## config.mk

```make
export PLATFORM = sky130hd
export DESIGN_NAME = apb_regfile_slave_flat
export DESIGN_NICKNAME = d
export VERILOG_FILES = /design/src/rtl/apb_regfile_slave_if.sv /design/src/rtl/apb_regfile_slave.sv /design/src/flat_wrapper.sv
export SDC_FILE = /design/constraint.sdc
export NUM_CORES = 1
export LEC_CHECK = 0
export ABC_CLOCK_PERIOD_IN_PS = 1950
export CAP_MARGIN = 0
export CORE_MARGIN = 2
export CORE_UTILIZATION = 49
export DETAILED_ROUTE_END_ITERATION = 16
export HOLD_SLACK_MARGIN = 0.06
export PLACE_DENSITY_LB_ADDON = 0.12
export SLEW_MARGIN = 20
export SYNTH_ARGS = -nofsm -noshare
export SYNTH_HDL_FRONTEND = slang
export SYNTH_SLANG_ARGS = --single-unit
export TNS_END_PERCENT = 50
```

## constraint.sdc

```tcl
create_clock -name pclk -period 1.95 [get_ports pclk]
set_input_delay 0.39 -clock pclk [delete_from_list [all_inputs] [get_ports pclk]]
set_output_delay 0.39 -clock pclk [all_outputs]
set_load 0.01 [all_outputs]
```

## src/rtl/apb_regfile_slave_if.sv

```systemverilog
// APB bus bundle (8-bit address / 8-bit data) between the APB master and a register-file completer.
interface apb_regfile_slave_if;
  logic       pselx;
  logic       penable;
  logic       pwrite;
  logic [7:0] paddr;
  logic [7:0] pwdata;
  logic [7:0] prdata;
  logic       pready;
  logic       pslverr;

  modport master (
    output pselx, penable, pwrite, paddr, pwdata,
    input  prdata, pready, pslverr
  );

  modport slave (
    input  pselx, penable, pwrite, paddr, pwdata,
    output prdata, pready, pslverr
  );
endinterface

```

## src/rtl/apb_regfile_slave.sv

```systemverilog
// APB completer serving a byte register file with a read-only ID at address 0,
// programmable wait states, and pslverr on out-of-range or ID-register writes.
module apb_regfile_slave #(
  parameter int unsigned DEPTH       = 32,
  parameter int unsigned WAIT_CYCLES = 2,
  parameter logic [7:0]  ID_VALUE    = 8'hA5
) (
  input  logic                pclk,
  input  logic                presetn,
  apb_regfile_slave_if.slave  apb
);

  localparam int unsigned AW = $clog2(DEPTH);
  localparam int unsigned CW = 4;
  localparam logic [8:0]  DEPTH_EXT = 9'(DEPTH);
  localparam logic [CW-1:0] WAIT_LOAD = CW'(WAIT_CYCLES);

  typedef enum logic [1:0] {
    S_IDLE,
    S_WAIT,
    S_DONE
  } state_t;

  state_t        state;
  logic [CW-1:0] cnt;
  logic [7:0]    addr_q;
  logic [7:0]    wdata_q;
  logic          write_q;
  logic [7:0]    mem [DEPTH];

  // Error when the address is past the file or a write targets the ID register.
  function automatic logic is_err(input logic [7:0] a, input logic w);
    return ({1'b0, a} >= DEPTH_EXT) || (w && (a == 8'd0));
  endfunction

  function automatic logic [AW-1:0] idx(input logic [7:0] a);
    return a[AW-1:0];
  endfunction

  // Read data presented on the completing cycle; zero for writes and errors.
  function automatic logic [7:0] rd_val(input logic [7:0] a, input logic w);
    logic [7:0] v;
    v = 8'd0;
    if (!w && !is_err(a, w)) begin
      if (a == 8'd0) v = ID_VALUE;
      else           v = mem[idx(a)];
    end
    return v;
  endfunction

  // Transfer sequencing, registered response and register-file update.
  always_ff @(posedge pclk) begin
    if (!presetn) begin
      state       <= S_IDLE;
      cnt         <= '0;
      addr_q      <= '0;
      wdata_q     <= '0;
      write_q     <= 1'b0;
      apb.pready  <= 1'b0;
      apb.pslverr <= 1'b0;
      apb.prdata  <= '0;
      for (int unsigned i = 0; i < DEPTH; i++) begin
        mem[i] <= '0;
      end
    end else begin
      apb.pready  <= 1'b0;
      apb.pslverr <= 1'b0;
      apb.prdata  <= '0;
      case (state)
        S_IDLE: begin
          // Only a setup phase starts a transfer; a lone access phase is ignored.
          if (apb.pselx && !apb.penable) begin
            addr_q  <= apb.paddr;
            wdata_q <= apb.pwdata;
            write_q <= apb.pwrite;
            cnt     <= WAIT_LOAD;
            if (WAIT_LOAD == '0) begin
              state       <= S_DONE;
              apb.pready  <= 1'b1;
              apb.pslverr <= is_err(apb.paddr, apb.pwrite);
              apb.prdata  <= rd_val(apb.paddr, apb.pwrite);
            end else begin
              state <= S_WAIT;
            end
          end
        end
        S_WAIT: begin
          if (!apb.pselx) begin
            state <= S_IDLE;
          end else if (apb.penable) begin
            cnt <= cnt - CW'(1);
            if (cnt == CW'(1)) begin
              state       <= S_DONE;
              apb.pready  <= 1'b1;
              apb.pslverr <= is_err(addr_q, write_q);
              apb.prdata  <= rd_val(addr_q, write_q);
            end
          end
        end
        S_DONE: begin
          if (write_q && !is_err(addr_q, 1'b1)) begin
            mem[idx(addr_q)] <= wdata_q;
          end
          state <= S_IDLE;
        end
        default: begin
          state <= S_IDLE;
        end
      endcase
    end
  end

endmodule

```

## src/flat_wrapper.sv

```systemverilog
// flat-port wrapper written by rule: the top's interface ports become plain ports
module apb_regfile_slave_flat 
#(
  parameter int unsigned DEPTH       = 32,
  parameter int unsigned WAIT_CYCLES = 2,
  parameter logic [7:0]  ID_VALUE    = 8'hA5
)
  (pclk, presetn, apb_pselx, apb_penable, apb_pwrite, apb_paddr, apb_pwdata, apb_prdata, apb_pready, apb_pslverr);
  apb_regfile_slave_if apb_i ();
  input  logic pclk;
  input  logic presetn;
  input wire logic [$bits(apb_i.pselx)-1:0] apb_pselx;
  input wire logic [$bits(apb_i.penable)-1:0] apb_penable;
  input wire logic [$bits(apb_i.pwrite)-1:0] apb_pwrite;
  input wire logic [$bits(apb_i.paddr)-1:0] apb_paddr;
  input wire logic [$bits(apb_i.pwdata)-1:0] apb_pwdata;
  output wire logic [$bits(apb_i.prdata)-1:0] apb_prdata;
  output wire logic [$bits(apb_i.pready)-1:0] apb_pready;
  output wire logic [$bits(apb_i.pslverr)-1:0] apb_pslverr;
  assign apb_i.pselx = apb_pselx;
  assign apb_i.penable = apb_penable;
  assign apb_i.pwrite = apb_pwrite;
  assign apb_i.paddr = apb_paddr;
  assign apb_i.pwdata = apb_pwdata;
  assign apb_prdata = apb_i.prdata;
  assign apb_pready = apb_i.pready;
  assign apb_pslverr = apb_i.pslverr;
  apb_regfile_slave #(.DEPTH(DEPTH), .WAIT_CYCLES(WAIT_CYCLES), .ID_VALUE(ID_VALUE)) u_core (.pclk(pclk), .presetn(presetn), .apb(apb_i));
endmodule
```

After elaboration in Yosys (flattened, before gate mapping). Memories as Yosys holds them, arrays and structs flattened. A register that Yosys moved wholly into a read port is not among the register bits. Cells that the tools add are included.

Register bits: 33. RAM bits: 256. Input bits: 21. Output and inout port bits: 10. Word-level logic and storage cells: 68. Memories: 1.

Memories: u_core.mem (words 32, bits a word 8, read ports 1, clocked after Yosys merged registers in 1, write ports 32, RTL line apb_regfile_slave.sv:29) `logic [7:0] mem [DEPTH];`.

Add/sub/neg operators: 1. $lt $le $gt $ge: 1. Equality and inequality tests: 8. Muxes and demuxes: 21. Bitwise logic cells: 6. Reductions and logical operators: 21.

Operators with widths (number): $mux W8 (2); $mux W5 (3); $mux W4 (3); $ge A8 B6 Y1 const B (1); $logic_not A8 Y1 (1); $mux W2 (4); $pmux W4 S2 (1); $reduce_and A4 Y1 (2); $reduce_or A8 Y1 (1); $mux W1 (7); $reduce_or A7 Y1 (1); $not A1 Y1 (6); $reduce_and A6 Y1 (1); $reduce_and A5 Y1 (1); $eq A4 B1 Y1 const B (1); $logic_and A1 B1 Y1 (4); $logic_not A1 Y1 (4); $ne A2 B2 Y1 const B (2); $pmux W2 S2 (1); $sub A4 B1 Y4 const B (1); $ne A3 B2 Y1 const B (1); $ne A3 B3 Y1 const B (1); $reduce_and A3 Y1 (1); $eq A2 B1 Y1 const B (1); other kinds (6) (7).

Logic depth before layout (Yosys ltp). Gate-level depths: netlist of run 1.

Word-level depth: 10. Depth in mapped cells: 8. Mapped depth without buffers: 6.

Worst setup path before layout of run 1. No wires, ideal clock.

Path kind: register -> register. Start point: register u_core.addr_q[7]. End point: memory u_core.mem[30][0], enable pin. Arrival time: 1744 ps. Path slack: -178 ps. Cell stages (with the launch flop): 5. Period minus slack after synthesis: 2128 ps. Cells stage by stage: dfxtp_1 nor3_2 nand3b_1 nand2b_1 o21ai_0.

RTL lines: start, declared (RTL line apb_regfile_slave.sv:26) `logic [7:0] addr_q;`; start signal, assigned (RTL line apb_regfile_slave.sv:73) `addr_q <= apb.paddr;`; end, declared (RTL line apb_regfile_slave.sv:29).

==> flow_summary.yaml, run 1 <==
floorplanning:
  initial_util_pct: 49.71
  fp.dieH_um: 168.9
  std_cell_rows: 60
  ioPinCount: 31
  fp.dieArea_um2: 28520
  die_w_um: 168.9
  core_area_um2: 26800
logic_synthesis:
  top_count_cell_post_synth: "sky130_fd_sc_hd__edfxtp_1"
  number_of_different_library_cells_in_the_post_synthesis_netlist: 41
  seq_area_frac_synth_pct: 63.42
  synth.cell_area_um2: 13320
  ys.warnings.count: 0
  postSynthAreaPerCell_um2: 13.64
  synthCells: 977
  synth-async-reset-ratio_pct: 0
  synthDominantCellAreaShare_pct: 57.71
  ys_top_cells_by_count: "256 x sky130_fd_sc_hd__edfxtp_1, 249 x sky130_fd_sc_hd__and2_1, 64 x sky130_fd_sc_hd__mux2i_1, 47 x sky130_fd_sc_hd__nand2_1, 43 x sky130_fd_sc_hd__clkbuf_1"
  synthTopCellsByArea: "sky130_fd_sc_hd__edfxtp_1 58%, sky130_fd_sc_hd__and2_1 12%, sky130_fd_sc_hd__dfxtp_1 5.7%, sky130_fd_sc_hd__mux4_2 5.4%, sky130_fd_sc_hd__mux2i_1 4.8%"
  yosys_register_bits: 294
  synth_edf_count: 256
  post-synth-top-area-cell: "sky130_fd_sc_hd__edfxtp_1"
  synthFlopType: "sky130_fd_sc_hd__edfxtp_1"
pwr:
  power_per_cell_area_nw_per_um2: 848.1
  max-vdd-ir-drop_mv: 0.6148
  total_leakage_power_nw: 6.015
placed_design:
  post-dp-hpwl_um: 22370
  io_buffers: 30
  dpl_cell_area_um2: 14970
  placement.setup.worst_slack_ns: -0.4671
  gpl.final_weighted_congestion: 0.8142
route:
  first_pass_drt_iterations: 5
  ant_nets: 0
  detailroute.via_count: 8251
  number_of_drc_violations_after_detailed_routing: 0
  first_iter_violations: 691
  drt-total-wl_um: 33960
  routedWlPerCell_um: 22.45
  drt-vias-per-instance: 5.453
clock_network:
  clock_tree.htree_level_count: 1
  clock_path_buffers: 3
  root_buffer: "sky130_fd_sc_hd__clkbuf_16"
  clock_insertion_delay_worst_skew_ns: 0.56
  cts_buffers: 31
  post_cts_clock_slew_at_the_launch_and_capture_registers_of_the_worst_setup_and_hold_paths_ns: 0.06
  cts_sinks: 294
  postCtsHoldBufs: 0
  cts_tree: "yes"
outcome:
  violations: "negative setup slack"
  outcome: "finished, violations left"
sta:
  grt_setup_unrepaired: "yes"
  final.min_clock_period_ns: 2.029
  report.final.hold_viol_count: 0
  fin_setup_tns_ns: -0.2665
  max_slew_violation_count: 0
  max_clock_freq_mhz: 493.0
  relSlewSlack_pct: 66.25
  actual_slew_at_the_worst_max_slew_pin_ns: 0.5062
  final_period_utilization_pct: 104.0
  finalWorstSetupSlack_ns: -0.07857
  finalSetupViolations: 7
  post_route_clock_skew_ns: 0.01281
layout:
  final_cell_area_um2: 16420
  n_fill_cell: 2115
  antenna_cells_inserted: 0
  drive_above_1_share_pct: 27.05
  final_net_count: 1170
  area_growth_syn_to_layout_pct: 23.26
global_route:
  first_global_vias: 8192
  grt_first_pass_wirelength_um: 50520
  grt_max_degree: 34
  grt.overflow.total: 0
  track_usage_pct: 24.14
  antenna_violations_before_repair: 0
critical_path:
  critical_path_cell_with_the_highest_stage_delay: "sky130_fd_sc_hd__or4_4"
  crit_path_end_kind: "flip-flop"
  critPathKind: "flip-flop to flip-flop"
  path_max_fanout: 7
  critical_path_arrival_ns: 2.50
  timing.critical_path.from_type: "flip-flop"
  cpPeakStageDelay_ns: 0.55
  cells_along_the_critical_path: "buf_12 > nor2b_4 > buf_6 > a22oi_2 > a21oi_2 > or4_4 > a21oi_4"
  critPathRequiredTime_ns: 2.42
flow_run:
  drv_cap: 0
worst_hold_path:
  timing.hold.worst.class: "input pin to flip-flop"
  min-delay-start: "apb_pwdata[5]"
logic make-up (layout without fill, tap and decap cells):
group | after synthesis | in the layout | synth area share (%)
AND/OR/NAND/NOR | 386 | 387 | 16.92
flip-flops | 294 | 294 | 63.42
AO/OA/AOI/OAI | 110 | 110 | 4.950
multiplexers | 108 | 108 | 11.23
buffers and inverters | 73 | 260 | 3.071
XOR/XNOR | 3 | 3 | 0.1973
adder cells (fa/ha/maj) | 2 | 2 | 0.1878
other | 1 | 8 | 0.02815
flip-flops by register name, summed over array words and instances, names as in the netlist, named ones only:
signal	flops
u_core.addr_q	8
u_core.mem	256
u_core.apb.pslverr	1
u_core.write_q	1
u_core.cnt	4
u_core.apb.pready	1
u_core.apb.prdata	8
u_core.state	2
u_core.wdata_q	8
layer usage:
layer / global-route usage, % / wire length [um]
met5: 0 / 0
met4: 6.522 / 794
met3: 4.068 / 2066
met2: 39.72 / 16260
met1: 33.46 / 14850
power breakdown:
| group | total, mW | switching (mW) | internal, mW | leakage [nW] |
|---|---|---|---|---|
| sequential | 7.14 | 0.102 | 7.03 | 2.95 |
| combinational | 1.19 | 0.669 | 0.525 | 2.58 |
| clock | 5.60 | 2.38 | 3.22 | 0.484 |
| total | 13.9 | 3.15 | 10.8 | 6.01 |
critical path, delay by kind of cell, from the launching register on:
kind	cells	cell delay, ns
compound gates	3	0.56
flops	1	0.38
simple gates	2	0.71
buf+inv	2	0.28
path summary, 6_finish.rpt:
check	cells past startpoint	slack, ns	end
worst min register to register	2	0.46	u_core.wdata_q[5]
worst max register to register	7	-0.08	u_core.apb.prdata[2]
worst max-delay path	7	-0.08	u_core.apb.prdata[2]
worst min-delay path	3	0.37	u_core.wdata_q[5]
layout by cell type, fill, tap and decap left out, types with 7 or more instances in the layout:
| cell | Yosys | final |
|---|---|---|
| sky130_fd_sc_hd__edfxtp_1 | 256 | 256 |
| sky130_fd_sc_hd__a21oi_1 | 40 | 31 |
| sky130_fd_sc_hd__buf_12 | 2 | 17 |
| sky130_fd_sc_hd__buf_4 | 5 | 140 |
| sky130_fd_sc_hd__nand2b_1 | 12 | 10 |
| sky130_fd_sc_hd__a22oi_1 | 30 | 13 |
| sky130_fd_sc_hd__mux2i_1 | 64 | 64 |
| sky130_fd_sc_hd__and2_1 | 249 | 249 |
| sky130_fd_sc_hd__clkinv_2 | 0 | 8 |
| sky130_fd_sc_hd__a21oi_2 | 0 | 8 |
| sky130_fd_sc_hd__nand2_1 | 47 | 45 |
| sky130_fd_sc_hd__nor2_1 | 36 | 35 |
| sky130_fd_sc_hd__clkdlybuf4s50_1 | 0 | 30 |
| sky130_fd_sc_hd__mux4_2 | 32 | 32 |
| sky130_fd_sc_hd__clkbuf_16 | 0 | 32 |
| sky130_fd_sc_hd__mux2_2 | 12 | 12 |
| sky130_fd_sc_hd__conb_1 | 1 | 8 |
| sky130_fd_sc_hd__o21ai_0 | 27 | 18 |
| sky130_fd_sc_hd__buf_6 | 9 | 7 |
| sky130_fd_sc_hd__a22oi_2 | 2 | 19 |
| sky130_fd_sc_hd__o21ai_1 | 0 | 8 |
| sky130_fd_sc_hd__dfxtp_1 | 38 | 33 |
timing repair:
item	in CTS	in global routing
gates resized for setup	27	42
setup endpoints to repair	36	240
pin swaps	6	11
gates cloned	1	1
buffers inserted	2	18
endpoints found under the hold margin	0	0
final cells by class:
class                           count  area, um2  area share (%)
Tap cell                          341      426.7           2.598
Multi-Input combinational cell    618       4731           28.81
Inverter                            6      22.52          0.1372
Clock buffer                       42      867.1           5.280
Clock inverter                     16      101.3          0.6172
Timing Repair Buffer              196       1810           11.03
Sequential cell                   294       8462           51.53
stage by stage:
stage          total power [mW]  hold WS [ns]  instances  utilization (%)
2_1_floorplan             7.803        0.4595        984                -
3_3_place_gp              8.325        0.4450       1434            55.86
3_5_place_dp              8.334        0.4483       1434            55.86
4_1_cts                   13.91        0.3587       1495            60.01
5_1_grt                   14.33        0.3834       1513            61.27
6_report                  13.93        0.3684       1513            61.27
Power figures use the tool's default switching activity.
==> run 2, diff against run 1 <==
--- a/config.mk
+++ b/config.mk
@@ -11,6 +11,7 @@
 export CORE_UTILIZATION = 49
 export DETAILED_ROUTE_END_ITERATION = 16
 export HOLD_SLACK_MARGIN = 0.06
+export MAX_ROUTING_LAYER = met4
 export PLACE_DENSITY_LB_ADDON = 0.12
 export SLEW_MARGIN = 20
 export SYNTH_ARGS = -nofsm -noshare
==> run 2 against run 1 <==
Effect of this change: worst hold slack gained 0.0013 ns; sequential power is essentially flat; largest power group unchanged; via count grew 0.41%; combinational power grew 3%; clock skew shrank 0.0038 ns; utilization grew 0.49 points; maximum frequency is essentially flat; first-iteration DRC count grew 7.5%; design area grew 0.81%; the run still ends with negative setup slack left.
==> flow_summary.yaml, run 2 (synthesis gave the netlist of run 1 again) <==
critical_path:
  crit_path_end_kind: "flip-flop"
  timing.critical_path.from_type: "flip-flop"
  critical_path_cell_with_the_highest_stage_delay: "sky130_fd_sc_hd__or4_4"
  critical_path_arrival_ns: 2.50
  critPathKind: "flip-flop to flip-flop"
  worstRegToRegCells: 8
  reg2reg_slack_ns: -0.08
  cpPeakStageDelay_ns: 0.55
  path_max_fanout: 5
  regToRegEndpoint: "u_core.apb.prdata[2]"
  cp.buffers_inverters: 3
  critPathRequiredTime_ns: 2.42
  critical-path-top-delay-family: "simple AND/OR/NAND/NOR gates"
  cells_along_the_critical_path: "buf_12 > clkbuf_16 > buf_4 > mux2i_1 > a22oi_2 > a21oi_2 > or4_4 > a21oi_4"
global_route:
  grt.overflow.total: 0
  track_usage_pct: 24.88
  antenna_violations_before_repair: 0
  grt_max_degree: 34
  first_global_vias: 8188
  grt_first_pass_wirelength_um: 50570
layout:
  regArea_um2: 8461
  final_net_count: 1176
  area_occupied_by_multi_input_gates_um2: 4762
  largest_register: "u_core.mem"
  layout.cells.most_common: "sky130_fd_sc_hd__edfxtp_1"
  largest_reg_flops: 256
  area_growth_syn_to_layout_pct: 24.26
  final_cell_area_um2: 16550
  n_fill_cell: 2094
  drive_above_1_share_pct: 27.93
  finish.cell_count_without_fillers: 1520
  most-common-layout-cells: "256 x sky130_fd_sc_hd__edfxtp_1, 249 x sky130_fd_sc_hd__and2_1, 142 x sky130_fd_sc_hd__buf_4"
sta:
  max_clock_freq_mhz: 493.3
  fin_setup_tns_ns: -0.3107
  post_route_clock_skew_ns: 0.008975
  holdWs_ns: 0.3697
  grt_setup_unrepaired: "yes"
  final.min_clock_period_ns: 2.027
  relSlewSlack_pct: 65.77
  actual_slew_at_the_worst_max_slew_pin_ns: 0.5123
  final_period_utilization_pct: 104.0
  max_slew_violation_count: 0
  report.final.hold_viol_count: 0
  finalWorstSetupSlack_ns: -0.07713
  finalSetupViolations: 7
route:
  routedWlPerCell_um: 22.59
  ant_nets: 0
  drt-vias-per-instance: 5.451
  number_of_drc_violations_after_detailed_routing: 0
  first_iter_violations: 743
  detailroute.via_count: 8285
  drt-total-wl_um: 34330
  first_pass_drt_iterations: 5
pwr:
  power_per_cell_area_nw_per_um2: 843.3
  total_leakage_power_nw: 6.062
  max-vdd-ir-drop_mv: 0.6128
clock_network:
  root_buffer: "sky130_fd_sc_hd__clkbuf_16"
  clock_insertion_delay_worst_skew_ns: 0.56
  clock_tree.htree_level_count: 1
  post_cts_clock_slew_at_the_launch_and_capture_registers_of_the_worst_setup_and_hold_paths_ns: 0.06
  cts_tree: "yes"
  cts_buffers: 31
  postCtsHoldBufs: 0
  cts_sinks: 294
  clock_path_buffers: 3
floorplanning:
  fp.dieArea_um2: 28520
  die_w_um: 168.9
  initial_util_pct: 49.71
  fp.dieH_um: 168.9
  core_area_um2: 26800
  ioPinCount: 31
  std_cell_rows: 60
worst_hold_path:
  holdPathStages: 3
  min-delay-start: "apb_pwdata[5]"
  min_delay_worst_endpoint: "u_core.wdata_q[5]"
  timing.hold.worst.class: "input pin to flip-flop"
outcome:
  violations: "negative setup slack"
  outcome: "finished, violations left"
placed_design:
  io_buffers: 30
  placement.setup.worst_slack_ns: -0.4671
  post-dp-hpwl_um: 22370
  dp.cells: 1434
  dpl_cell_area_um2: 14970
  gpl.final_weighted_congestion: 0.8263
flow_run:
  drv_cap: 0
[run 2: cell types whose count changed in the layout (fill, tap and decap cells not counted), moves of 2 or more]
cell                      delta
sky130_fd_sc_hd__a21oi_2     +2
sky130_fd_sc_hd__buf_12      +3
sky130_fd_sc_hd__a21oi_1     -2
sky130_fd_sc_hd__a22oi_1     -4
sky130_fd_sc_hd__buf_4       +2
sky130_fd_sc_hd__a22oi_2     +4
[run 2: power breakdown]
part	internal, mW	leakage [nW]	total (mW)	switching (mW)
logic	0.545	2.63	1.23	0.682
clock network	3.22	0.484	5.60	2.37
registers	7.03	2.95	7.14	0.103
total	10.8	6.06	14.0	3.16
[run 2: worst register-to-register path: cells and delay by family (launching register included)]
family                 cells  cell delay (ns)
AND/OR/NAND/NOR            1             0.55
multiplexers               1             0.14
flip-flops                 1             0.38
buffers and inverters      3             0.44
AO/OA/AOI/OAI              3             0.44
[run 2: worst max path at each step]
stage	startpoint	end	slack, ns	depth (start not counted)
floorplan	u_core.addr_q[7]	u_core.mem[29][0]	-0.12	4
global placement	presetn	u_core.mem[15][6]	-0.45	7
detailed placement	presetn	u_core.mem[15][6]	-0.47	7
CTS	flip-flop	u_core.apb.prdata[2]	-0.02	7
global route	flip-flop	u_core.apb.prdata[2]	-0.12	7
finish	flip-flop	u_core.apb.prdata[2]	-0.08	8
[run 2: metal layers]
layer	GRT usage [%]	share of wire, %	vias up
met5	-	0	-
met4	6.522	2.4	0
met3	3.811	6.4	62
met2	39.67	48	251
met1	33.71	44	4090
li1	-	-	3882
[run 2: repair_timing]
item                       4_1_cts  5_1_grt
gates resized for setup         27       51
setup endpoints to repair       36      239
cloned                           1        2
setup buffers                    2       23
pin swaps                        6       20
[run 2: layout make-up]
| class | count | share of cell area (%) |
|---|---|---|
| sequential | 294 | 51.11 |
| multi-input combinational | 618 | 28.77 |
| timing repair buffer | 202 | 11.54 |
| clock buffer | 42 | 5.238 |
| tap | 341 | 2.577 |
| clock inverter | 16 | 0.6122 |
| inverter | 6 | 0.1361 |
| antenna | 1 | 0.01512 |
[run 2: through the flow]
step           utilization [%]  power, mW
2_1_floorplan                -      7.803
3_3_place_gp             55.86      8.325
3_5_place_dp             55.86      8.334
4_1_cts                  60.01      13.91
5_1_grt                  61.76      14.36
6_report                 61.76      13.96
